--- src/rtl/i2s_sample_sink_if.sv ---
// Sample hand-off between the wave generator and the I2S sink:
// 16-bit data with a one-cycle valid pulse, and backpressure in the other direction.
interface i2s_sample_sink_if;
  logic [15:0] i_sample;
  logic        i_pulse;
  logic        o_pause;

  modport master (output i_sample, output i_pulse, input o_pause);
  modport slave  (input  i_sample, input  i_pulse, output o_pause);
endinterface

--- src/rtl/i2s_sample_sink.sv ---
// Sample sink: buffers mono samples in a FIFO and plays one per frame out of a
// free-running I2S transmitter, duplicating the sample into both slots.
module i2s_sample_sink #(
  parameter int DEPTH     = 16,
  parameter int PAUSE_LVL = 12,
  parameter int BCLK_HALF = 8,
  parameter int SLOT_BITS = 32
) (
  input  logic                   i_clk48,
  input  logic                   i_rst48_n,
  i2s_sample_sink_if.slave       smp,
  output logic [$clog2(DEPTH):0] o_level,
  output logic                   o_bclk,
  output logic                   o_lrclk,
  output logic                   o_sdata,
  output logic                   o_overflow,
  output logic                   o_underrun
);

  localparam int PTR_W = $clog2(DEPTH);
  localparam int LVL_W = PTR_W + 1;
  localparam int DC_W  = (BCLK_HALF > 1) ? $clog2(BCLK_HALF) : 1;
  localparam int FRAME = 2 * SLOT_BITS;
  localparam int BC_W  = $clog2(FRAME);

  localparam logic [DC_W-1:0]  DC_MAX    = DC_W'(BCLK_HALF - 1);
  localparam logic [BC_W-1:0]  BC_MAX    = BC_W'(FRAME - 1);
  localparam logic [BC_W-1:0]  SLOT_N    = BC_W'(SLOT_BITS);
  localparam logic [LVL_W-1:0] LVL_FULL  = LVL_W'(DEPTH);
  localparam logic [LVL_W-1:0] LVL_PAUSE = LVL_W'(PAUSE_LVL);

  logic [15:0]      mem [DEPTH];
  logic [PTR_W-1:0] wr_ptr;
  logic [PTR_W-1:0] rd_ptr;
  logic [15:0]      hold;
  logic [DC_W-1:0]  dc;
  logic [BC_W-1:0]  bc;

  logic             fifo_full;
  logic             fifo_empty;
  logic             dc_wrap;
  logic             fall_evt;
  logic             frame_start;
  logic             do_push;
  logic             do_pop;
  logic [BC_W-1:0]  bc_nxt;
  logic [BC_W-1:0]  slot;
  logic [15:0]      hold_nxt;
  logic             sdata_nxt;

  assign fifo_full   = (o_level == LVL_FULL);
  assign fifo_empty  = (o_level == '0);
  assign dc_wrap     = (dc == DC_MAX);
  assign fall_evt    = o_bclk && dc_wrap;
  // Full/empty are judged on the occupancy before this cycle's pop/push.
  assign do_push     = smp.i_pulse && !fifo_full;
  assign frame_start = fall_evt && (bc_nxt == '0);
  assign do_pop      = frame_start && !fifo_empty;

  // NOTE: every always_comb output gets a default first so no path leaves it
  // unassigned; otherwise synthesis infers a latch.
  always_comb begin
    bc_nxt    = (bc == BC_MAX) ? '0 : bc + 1'b1;
    hold_nxt  = hold;
    slot      = (bc_nxt >= SLOT_N) ? bc_nxt - SLOT_N : bc_nxt;
    sdata_nxt = 1'b0;
    if (frame_start) begin
      hold_nxt = do_pop ? mem[rd_ptr] : 16'h0000;
    end
    // One-bit I2S delay: slot bit 1 carries the MSB, bit 16 the LSB.
    if (slot >= BC_W'(1) && slot <= BC_W'(16)) begin
      sdata_nxt = hold_nxt[4'(16 - int'(slot))];
    end
  end

  // NOTE: sequential state uses non-blocking assignments so every register
  // samples the pre-edge values regardless of statement order.
  always_ff @(posedge i_clk48 or negedge i_rst48_n) begin
    if (!i_rst48_n) begin
      dc         <= '0;
      bc         <= BC_MAX;
      o_bclk     <= 1'b0;
      o_lrclk    <= 1'b0;
      o_sdata    <= 1'b0;
      hold       <= '0;
      wr_ptr     <= '0;
      rd_ptr     <= '0;
      o_level    <= '0;
      smp.o_pause <= 1'b0;
      o_overflow <= 1'b0;
      o_underrun <= 1'b0;
    end else begin
      dc <= dc_wrap ? '0 : dc + 1'b1;
      if (dc_wrap) begin
        o_bclk <= ~o_bclk;
      end

      // Data and word select move only on falling BCLK, stable for the DAC's rising edge.
      if (fall_evt) begin
        bc      <= bc_nxt;
        o_lrclk <= (bc_nxt >= SLOT_N);
        o_sdata <= sdata_nxt;
        hold    <= hold_nxt;
      end

      if (do_push) begin
        wr_ptr <= wr_ptr + 1'b1;
      end
      if (do_pop) begin
        rd_ptr <= rd_ptr + 1'b1;
      end
      o_level     <= o_level + LVL_W'(do_push) - LVL_W'(do_pop);
      smp.o_pause <= (o_level >= LVL_PAUSE);
      o_overflow  <= smp.i_pulse && fifo_full;
      o_underrun  <= frame_start && fifo_empty;
    end
  end

  // NOTE: the storage array has no reset; the pointers and level define which
  // entries are valid, so clearing the data would only cost reset fanout.
  always_ff @(posedge i_clk48) begin
    if (do_push) begin
      mem[wr_ptr] <= smp.i_sample;
    end
  end

endmodule

--- src/flat_wrapper.sv ---
// flat-port wrapper written by rule: the top's interface ports become plain ports
module i2s_sample_sink_flat 
#(
  parameter int DEPTH     = 16,
  parameter int PAUSE_LVL = 12,
  parameter int BCLK_HALF = 8,
  parameter int SLOT_BITS = 32
)
  (i_clk48, i_rst48_n, o_level, o_bclk, o_lrclk, o_sdata, o_overflow, o_underrun, smp_i_sample, smp_i_pulse, smp_o_pause);
  i2s_sample_sink_if smp_i ();
  input  logic i_clk48;
  input  logic i_rst48_n;
  output logic [$clog2(DEPTH):0] o_level;
  output logic o_bclk;
  output logic o_lrclk;
  output logic o_sdata;
  output logic o_overflow;
  output logic o_underrun;
  input wire logic [$bits(smp_i.i_sample)-1:0] smp_i_sample;
  input wire logic [$bits(smp_i.i_pulse)-1:0] smp_i_pulse;
  output wire logic [$bits(smp_i.o_pause)-1:0] smp_o_pause;
  assign smp_i.i_sample = smp_i_sample;
  assign smp_i.i_pulse = smp_i_pulse;
  assign smp_o_pause = smp_i.o_pause;
  i2s_sample_sink #(.DEPTH(DEPTH), .PAUSE_LVL(PAUSE_LVL), .BCLK_HALF(BCLK_HALF), .SLOT_BITS(SLOT_BITS)) u_core (.i_clk48(i_clk48), .i_rst48_n(i_rst48_n), .smp(smp_i), .o_level(o_level), .o_bclk(o_bclk), .o_lrclk(o_lrclk), .o_sdata(o_sdata), .o_overflow(o_overflow), .o_underrun(o_underrun));
endmodule
--- config.mk ---
export PLATFORM = sky130hd
export DESIGN_NAME = i2s_sample_sink_flat
export DESIGN_NICKNAME = d
export VERILOG_FILES = /design/src/rtl/i2s_sample_sink_if.sv /design/src/rtl/i2s_sample_sink.sv /design/src/flat_wrapper.sv
export SDC_FILE = /design/constraint.sdc
export NUM_CORES = 1
export LEC_CHECK = 0
export BUFFER_PORTS_ARGS = -buffer_cell sky130_fd_sc_hd__buf_2
export CORE_MARGIN = 5
export CORE_UTILIZATION = 35
export DETAILED_ROUTE_END_ITERATION = 7
export PLACE_DENSITY = 0.53
export SETUP_SLACK_MARGIN = 0.1
export SLEW_MARGIN = 20
export SYNTH_ARGS = -nofsm -noshare
export SYNTH_HDL_FRONTEND = slang
export SYNTH_SLANG_ARGS = --single-unit
--- constraint.sdc ---
create_clock -name i_clk48 -period 3.3 [get_ports i_clk48]
set_input_delay 0.99 -clock i_clk48 [delete_from_list [all_inputs] [get_ports i_clk48]]
set_output_delay 0.99 -clock i_clk48 [all_outputs]
set_load 0.01 [all_outputs]
==> results of run 1 <==
registers in the layout (all words and copies together) (netlist names):
name,cells
u_core.o_lrclk,1
u_core.hold,16
u_core.rd_ptr,4
u_core.smp.o_pause,1
u_core.wr_ptr,4
u_core.o_bclk,1
u_core.bc,6
u_core.o_overflow,1
u_core.o_underrun,1
u_core.mem,256
u_core.o_sdata,1
u_core.dc,3
u_core.o_level,5
placed cells by master, fill, tap and decap left out, types with 17 or more instances in the layout:
master and n:
edfxtp_1 256, mux4_2 40, buf_4 38, dfrtp_1 36, nand2_1 35, clkbuf_16 35, buf_2 28, nor2_1 21
inv_1 19, mux4_1 18, ha_1 17
metal layers:
layer	part of all wire	up-vias	GRT usage
li1	-	2779	-
met1	0.44	3268	0.1886
met2	0.51	110	0.2420
met3	0.039	29	0.02342
met4	0.016	0	0.03287
met5	0	-	0
kinds of logic (layout without fill, tap and decap cells):
group,Yosys count,after routing,synth area share
mux,70,70,0.1225
simple gates,93,93,0.03631
xor+xnor,17,17,0.01221
buf+inv,52,151,0.02534
fa+ha+maj,19,19,0.02011
flops,300,300,0.7211
compound gates,96,96,0.06247
power by group through the flow:
stage                     Combinational [uW]  Clock, uW  Sequential [uW]
final                                    954       3820             4660
after global routing                    1040       4090             4690
after CTS                                973       3920             4660
after detailed placement                 966          0             4730
after global placement                   926          0             4700
after floorplan                          540          0             4690
metrics by stage:
| step | util | std cells |
|---|---|---|
| after global routing | 0.4128 | 1201 |
| after detailed placement | 0.3776 | 1135 |
| final | 0.4128 | 1201 |
| after floorplan | - | 647 |
| after CTS | 0.4111 | 1196 |
| after global placement | 0.3776 | 1135 |
how the worst max path moves through the flow:
stage                           from                end  slack (ps)  depth (start not counted)
floorplan                smp_i_pulse   u_core.mem[1][0]         190                          2
global placement        u_core.bc[0]  u_core.o_level[4]         160                         14
detailed placement      u_core.bc[1]  u_core.o_level[4]          70                         14
CTS                     u_core.bc[1]  u_core.o_level[4]         120                         14
global route            u_core.bc[0]  u_core.o_level[4]         110                         14
finish              u_core.rd_ptr[0]     u_core.o_sdata         250                          7
repair_timing:
action / CTS / global route
hold buffers: 0 / 0
gates resized for setup: 2 / 3
endpoints found under the setup margin: 1 / 2
cloned: 0 / 0
setup buffers: 0 / 5
area by class of cell:
class | count | area share
Clock buffer | 40 | 0.06289
Clock inverter | 21 | 0.01786
Inverter | 21 | 0.005717
Multi-Input combinational cell | 295 | 0.2207
Sequential cell | 300 | 0.6187
Tap cell | 455 | 0.04002
Timing Repair Buffer | 69 | 0.03413
==> metrics, run 1 <==
status complete, no violations; WHS 440.0 ps; arrival time at the worst endpoint 3420 ps; Layout Area Growth over Synthesis 16.62%; Pre-antenna DRT Iters 5; CP top delay family compound AO/OA/AOI/OAI gates; # diodes 0; Combinational Power Share 0.101; top cell type by total area after synthesis edfxtp_1; die width 196.7 um; Slew Limit Fails 0; CP required 3670 ps; FF-to-FF setup slack around 250 ps; top-area cell type share of the netlist area 0.6302; worst-path cell chain mux4_1, a22o_1, a221oi_1, o21ai_1, o211ai_1, and4_1, a211oi_2; Final Skew 16.37 ps; Main synth FF type edfxtp_1; endpoints failing setup 0; area of the multi-input gates 3139 um2; # rows between 60 and 70; vias in the first global route 6,495; Crit. End Element flop; Startpoint Class flop; reg2reg end u_core.o_sdata; CTS tree done; r2r startpoint u_core.rd_ptr[0]; deepest clock path buffer count 3; EDFF count, synth 256; Min-Delay Startpoint u_core.dc[0]; clock-pin transition on the worst setup and hold timing paths 60 ps; R2R cell count 7; Tcrit/Tclk final 0.9242; Root Driver clkbuf_16; Sink Count 300; Sw Pwr 2246 uW; Synth Register Bits 300; fin nets between 700 and 800; Final HPWL DP between 15 and 20 mm; most numerous cell in the Yosys netlist edfxtp_1; Final Cell Area ~14,000 um2; cell count after synthesis 647; yosys synthesis warning count 0; synth cell count leaders edfxtp_1 (256), mux4_2 (40), dfrtp_1 (38); min cycle time layout a little over 3000 ps; Die ar. 38,690 um2; clock network fraction of design power 0.405; layout cell share with drive strength beyond 1 0.2426; setup TNS 0 ps; pin count of the biggest net entering global routing 45; global placer's final weighted congestion 0.7412; max_cap viols 0; Seq pwr share 0.494; final wirelength 27.28 mm; vias 6,186; DRC errors left 0; Hold EP u_core.dc[0]; synthesized net count 685; sequential area share after synthesis 0.7211; Routed Antenna Nets 0; Max transition margin 0.4137; FILL cells 3,040; slowest cell delay on critical path 770 ps; initial antenna violation count 0; GRT overflow 0; RSZ-0062 raised after global routing false; Netlist cell types 59; static leakage 0.004857 uW; actual slew at the worst max-slew pin 879.5 ps; Worst Hold Class reg -> reg; pre-CTS worst setup slack 70.50 ps; Post-Syn Area ~12,000 um2; Total Power 9432 uW; global-route wire length before repair 41.12 mm; Max H-tree Level 2; Internal Power ~7200 uW; Via density around 5.2; Worst VDD drop 294.2 uV; input/output buffers 29; Final WS setup 250.3 ps; PD cells 663.1 nW/um2; sw frac 0.2381; Avg WL per Cell 22.72 um; CORE AREA ~34,000 um2; Buf/Inv on CP 0; die height 196.7 um; Mapped Avg Cell Area 18.85 um2; GRT Overall Usage 0.1405; crit path max fanout 24; maximum clock frequency 0.3279 GHz; Num CTS Buffers 35; Final Hold Viols 0; critical path class reg -> reg; Cells on Worst Hold Path 1; Register Area 8801 um2; Iter 0 DRT Violations 484; Top Ports 30; clk_lat worst skew 510 ps; Crit-path slowest cell dfrtp_4; top cells by area, synth edfxtp_1 (63%), dfrtp_1 (7.8%), mux4_2 (7.4%); placed inst area 13,010 um2; Synth async-reset ratio 0.1467; Initial Utilization 0.3540
(Power assumes the default switching activity.)
==> run 2, diff against run 1 <==
--- a/config.mk
+++ b/config.mk
@@ -8,7 +8,7 @@
 export BUFFER_PORTS_ARGS = -buffer_cell sky130_fd_sc_hd__buf_2
 export CORE_MARGIN = 5
-export CORE_UTILIZATION = 35
+export CORE_UTILIZATION = 55
 export DETAILED_ROUTE_END_ITERATION = 7
-export PLACE_DENSITY = 0.53
+export PLACE_DENSITY = 0.75
 export SETUP_SLACK_MARGIN = 0.1
 export SLEW_MARGIN = 20
==> constraint.sdc (replaced) <==
create_clock -name i_clk48 -period 3.3 [get_ports i_clk48]
set_input_delay 0.99 -clock i_clk48 [delete_from_list [all_inputs] [get_ports i_clk48]]
set_output_delay 0.99 -clock i_clk48 [all_outputs]
set_load 0.05 [all_outputs]
==> run 2 against run 1 <==
Effect of this change: clock skew is 1.1 ps lower; critical path depth is 7 higher; sequential power hardly changed.
==> metrics, run 2 (synthesized netlist as in run 1, its figures left out) <==
RSZ-0062 raised after global routing false; max reg flops 256 (unchanged); slowest cell delay on critical path 590 ps (-180 ps); crit path max fanout 6 (-75%); PD cells 633.4 nW/um2 (-4.5%); input/output buffers 29 (unchanged); vias 6,202 (+0.26%); Final Skew 15.23 ps (-1.135 ps); max_cap viols 0 (unchanged); Iter 0 DRT Violations 514 (+6.2%); Sw Pwr 2170 uW (-3.4%); highest-count cells in the layout ignoring fill and taps edfxtp_1 (256), mux4_2 (40), buf_4 (39), dfrtp_1 (36), nand2_1 (35); CP top delay family adder cells; clock network fraction of design power 0.346 (-0.059); Final Hold Viols 0 (unchanged); Avg WL per Cell 23.77 um (+4.6%); CP required 3760 ps (+90 ps); setup TNS 0 ps (unchanged); Final HPWL DP 14.29 mm (-7.9%); critical path class reg -> reg; actual slew at the worst max-slew pin 771.6 ps (-107.9 ps); Buf/Inv on CP 2 (+2); deepest clock path buffer count 3 (unchanged); Sink Count 300 (unchanged); met3 WL 1.406 mm (+31%); min cycle time layout 3014 ps (-36.07 ps); cts hold-fix bufs 0 (unchanged); Worst VDD drop 430.2 uV (+46%); Via density 6.092 (+18%); clock-pin transition on the worst setup and hold timing paths 60 ps (about the same); Combinational Power Share 0.118 (+0.017); arrival time at the worst endpoint 3480 ps (+60 ps); # rows 54 (-21%); worst-path cell chain ha_4, and2_1, o2111ai_1, a211o_1, or2_1, inv_4, ha_1, inv_1, ha_1, fa_1, a21oi_1, nor2_1, nor2_1, xnor2_1; wire length on met1 9.808 mm (-18%); static leakage 0.004730 uW (-2.6%); Worst Hold Class in -> async; Highest Signal Layer met4; Num CTS Buffers 29 (-17%); fin nets 755 (-0.66%); die height 158.9 um (-19%); # diodes 0 (unchanged); Seq pwr share 0.535 (+0.041); FILL cells 1,471 (-52%); Max H-tree Level 1 (-1); Routed Antenna Nets 0 (unchanged); GRT overflow 0 (unchanged); Top Ports 30 (unchanged); Layout Area Growth over Synthesis 12.50%; placed inst area 12,790 um2 (-1.7%); global placer's final weighted congestion 0.8615 (+16%); maximum clock frequency 0.3318 GHz (+1.2%); pin count of the biggest net entering global routing 45 (unchanged); CTS tree done; biggest regs u_core.mem (256), u_core.hold (16), u_core.bc (6); Crit-path slowest cell dfstp_2; Slew Limit Fails 0 (unchanged); Internal Power 6522 uW (-9.2%); Die ar. 25,260 um2 (-35%); DRC errors left 0 (unchanged); Startpoint Class flop; GRT Overall Usage 0.1896 (+0.04906); clk_lat worst skew 540 ps (+30 ps); Max transition margin 0.4801 (+0.06647); Met2 Routed Length 12.55 mm (-8.9%); Root Driver clkbuf_16; endpoints failing setup 0 (unchanged); Total Power 8692 uW (-7.8%); initial antenna violation count 0 (unchanged); global-route wire length before repair 37.58 mm (-8.6%); die width 158.9 um (-19%); Largest Register u_core.mem; final wirelength 24.20 mm (-11%); Initial Utilization 0.5589 (+0.2049); commonest non-fill, non-tap cell in the layout edfxtp_1; layout cell share with drive strength beyond 1 0.2358 (-0.006855); Pre-antenna DRT Iters 5 (unchanged); sw frac 0.2497 (+0.01155); Tcrit/Tclk final 0.9132 (-0.01093); Final Cell Area 13,720 um2 (-3.5%); CORE AREA 21,820 um2 (-37%); status complete, no violations; vias in the first global route 6,523 (+0.43%); Crit. End Element flop
[run 2: changes by cell type in the layout (fill, tap and decap cells not counted), sizes merged]
cell	change
bufinv	-4
inv	-1
clkinv	+2
buf	+1
clkbuf	-6
[run 2: layout make-up]
| cell class | instances | area (um2) | share of cell area |
|---|---|---|---|
| clock inverters | 18 | 120.1 | 0.008753 |
| inverters | 21 | 81.33 | 0.005926 |
| clock buffers | 34 | 744.5 | 0.05425 |
| well taps | 280 | 350.3 | 0.02553 |
| flip-flops and latches | 300 | 8801 | 0.6413 |
| multi-input cells | 295 | 3133 | 0.2283 |
| repair buffers | 70 | 493.0 | 0.03592 |
[run 2: worst paths after layout]
path / from / cells past startpoint / end / slack (ps)
min reg2reg: u_core.dc[0] / 1 / u_core.dc[0] / 450
max reg2reg: u_core.bc[0] / 14 / u_core.o_level[4] / 290
min in group i_clk48: u_core.dc[0] / 1 / u_core.dc[0] / 450
max: u_core.bc[0] / 14 / u_core.o_level[4] / 290
max in group asynchronous: i_rst48_n / 1 / u_core.rd_ptr[0] / 2430
min: i_rst48_n / 1 / u_core.hold[9] / 440
[run 2: repair_timing]
| action | 4_1_cts | 5_1_grt |
|---|---|---|
| setup endpoints to repair | 1 | 3 |
| setup buffers | 0 | 6 |
| gates resized for setup | 1 | 3 |
| endpoints found under the hold margin | 0 | 0 |
[run 2: worst register-to-register path: cells and delay by family (launching register included)]
family / cells / cell delay [ps]
DFF: 1 / 590
xor gates and xnor gates: 1 / 120
AOI/OAI and AO/OA: 3 / 620
buffers and inverters: 2 / 120
adders and majority gates: 4 / 900
and+or+nand+nor: 4 / 610
[run 2: metal layers]
metal | vias up | global-route usage
met1 | 3206 | 0.2533
met5 | - | 0
met2 | 205 | 0.3314
met3 | 34 | 0.02799
li1 | 2757 | -
met4 | 0 | 0.04808
[run 2: stage by stage]
step | std cells | setup WS [ps] | utilization | hold slack (ps)
after floorplan | 647 | 47.48 | - | 409.9
final | 1018 | 286.4 | 0.6288 | 443.2
after detailed placement | 960 | 103.9 | 0.5862 | 455.6
after global placement | 960 | 211.2 | 0.5862 | 419.4
after global routing | 1018 | 138.8 | 0.6288 | 486.8
after CTS | 1012 | 115.9 | 0.6260 | 463.9
[run 2: power by group through the flow]
| stage | sequential (uW) | combinational [uW] | clock, uW |
|---|---|---|---|
| 6_report | 4650 | 1030 | 3010 |
| 5_1_grt | 4680 | 1120 | 3220 |
| 4_1_cts | 4650 | 1050 | 3060 |
| 3_5_place_dp | 4730 | 1040 | 0 |
| 3_3_place_gp | 4700 | 1000 | 0 |
| 2_1_floorplan | 4800 | 540 | 0 |
==> run 3, diff against run 2 <==
Settings changed: CTS_CLUSTER_DIAMETER set to 40, RECOVER_POWER set to 50.
==> run 3 against run 2 <==
Effect of this change: worst setup slack lost 11 ps; clock-buffer cell count grew 8; global-route usage grew 0.71 points; non-clock buffer count shrank 1; core utilization grew 1.7 points; clock skew grew 5.2 ps; sequential power is essentially flat; largest cell class unchanged.
==> metrics, run 3 (synthesized netlist as in run 1, its figures left out) <==
commonest non-fill, non-tap cell in the layout edfxtp_1; Initial Utilization 0.5589 (unchanged); Sw Pwr 2417 uW (+11%); Crit. End Element flop; Worst VDD drop 479.9 uV (+12%); static leakage 0.004859 uW (+2.7%); R2R cell count 14 (unchanged); met3 WL 1.473 mm (+4.8%); setup TNS 0 ps (unchanged); crit path max fanout 6 (unchanged); die width 158.9 um (unchanged); Setup crit start u_core.bc[0]; highest-count cells in the layout ignoring fill and taps edfxtp_1 (256), mux4_2 (40), clkbuf_16 (38), buf_4 (38), dfrtp_1 (36); Worst Hold Class in -> async; reg2reg end u_core.o_level[4]; CORE AREA 21,820 um2 (unchanged); fin nets 762 (+0.93%); FF-to-FF setup slack 270 ps (about the same); CP required 3740 ps (-20 ps); DRC errors left 0 (unchanged); Met2 Routed Length 12.84 mm (+2.3%); pin count of the biggest net entering global routing 45 (unchanged); clock network fraction of design power 0.418 (+0.072); vias 6,328 (+2.0%); critical path class reg -> reg; Seq pwr share 0.477 (-0.058); CTS tree done; GRT overflow 0 (unchanged); Root Driver clkbuf_16; clk_lat worst skew 530 ps (about the same); Slew Limit Fails 0 (unchanged); Top Ports 30 (unchanged); wire length on met1 10.20 mm (+4.0%); Routed Antenna Nets 0 (unchanged); Pre-antenna DRT Iters 5 (unchanged); global-route wire length before repair 38.65 mm (+2.8%); Startpoint Class flop; Max H-tree Level 2 (+1); Final Cell Area 14,090 um2 (+2.7%); Final Skew 20.38 ps (+5.151 ps); clock-pin transition on the worst setup and hold timing paths 50 ps (about the same); area of the multi-input gates 3131 um2 (about the same); Tcrit/Tclk final 0.9167 (+0.003479); FILL cells 1,428 (-2.9%); max_cap viols 0 (unchanged); Highest Signal Layer met4; Die ar. 25,260 um2 (unchanged); final wirelength 25.04 mm (+3.5%); RSZ-0062 raised after global routing false; actual slew at the worst max-slew pin 777.2 ps (+5.553 ps); status complete, no violations; Internal Power 7361 uW (+13%); die height 158.9 um (unchanged); r2r startpoint u_core.bc[0]; Num CTS Buffers 37 (+28%); Max transition margin 0.4764 (-0.003742); biggest regs u_core.mem (256), u_core.hold (16), u_core.bc (6); min cycle time layout 3025 ps (+11.48 ps); global placer's final weighted congestion 0.8615 (unchanged); placed inst area 12,790 um2 (unchanged); initial antenna violation count 0 (unchanged); Largest Register u_core.mem; Final HPWL DP 14.29 mm (unchanged); arrival time at the worst endpoint 3460 ps (-20 ps); max reg flops 256 (unchanged); Layout Area Growth over Synthesis 15.50%; final core occ 0.6456 (+0.01674); Via density 6.132 (+0.65%); Avg WL per Cell 24.26 um (+2.1%); layout cell share with drive strength beyond 1 0.2274 (-0.008379); deepest clock path buffer count 3 (unchanged); GRT Overall Usage 0.1967 (+0.007100); Combinational Power Share 0.106 (-0.012); input/output buffers 29 (unchanged); sw frac 0.2472 (-0.002448); endpoints failing setup 0 (unchanged); Sink Count 300 (unchanged); # rows 54 (unchanged); Total Power 9778 uW (+12%); PD cells 694.0 nW/um2 (+9.6%); Final Hold Viols 0 (unchanged); cts hold-fix bufs 0 (unchanged); maximum clock frequency 0.3306 GHz (-0.38%); # diodes 0 (unchanged); Register Area 8801 um2 (unchanged); end point of the critical path u_core.o_level[4]; Iter 0 DRT Violations 556 (+8.2%); vias in the first global route 6,583 (+0.92%)
## run 3: layer usage
metal  GRT usage  vias up
met1      0.2651     3284
met5           0        -
met4     0.05622        0
met2      0.3325      211
li1            -     2785
met3     0.03655       48
## run 3: how the worst min path moves through the flow
stage	slack, ps	endpoint	start
2_1_floorplan	410	u_core.dc[0]	u_core.dc[0]
3_5_place_dp	460	u_core.dc[0]	u_core.dc[0]
3_3_place_gp	420	u_core.dc[0]	u_core.dc[0]
6_report	470	u_core.o_overflow	i_rst48_n
5_1_grt	490	u_core.dc[2]	u_core.dc[2]
4_1_cts	480	u_core.dc[2]	u_core.dc[2]
## run 3: power groups by stage
stage | Sequential (uW) | Combinational (uW) | Clock [uW]
after detailed placement | 4730 | 1040 | 0
final | 4660 | 1030 | 4090
after global placement | 4700 | 1000 | 0
after floorplan | 4800 | 540 | 0
after global routing | 4690 | 1120 | 4310
after CTS | 4660 | 1050 | 4140
## run 3: cell type report
type | count | share of cell area
Multi-Input combinational cell | 295 | 0.2222
Tap cell | 280 | 0.02487
Sequential cell | 300 | 0.6247
Inverter | 21 | 0.005773
Clock inverter | 25 | 0.02087
Clock buffer | 42 | 0.06856
Timing Repair Buffer | 69 | 0.03304
## run 3: per-stage QoR
step / setup WS, ps / cells / hold slack [ps]
2_1_floorplan: 47.48 / 647 / 409.9
3_3_place_gp: 211.2 / 960 / 419.4
3_5_place_dp: 103.9 / 960 / 455.6
4_1_cts: 123.3 / 1027 / 482.4
5_1_grt: 113.3 / 1032 / 494.9
6_report: 274.9 / 1032 / 465.9
## run 3: what timing repair did
item | CTS | global route
endpoints found under the hold margin | 0 | 0
resized for setup | 1 | 2
setup buffers | 0 | 5
endpoints found under the setup margin | 1 | 3
## run 3: critical path: stages, from the launching register on
cell	delay (ps)
dfstp_2	600
ha_4	180
and2_1	180
o2111ai_1	150
a211o_1	310
or2_1	260
inv_4	80
ha_1	110
inv_1	40
ha_1	200
fa_1	410
a21oi_1	150
nor2_1	50
nor2_1	110
xnor2_1	120
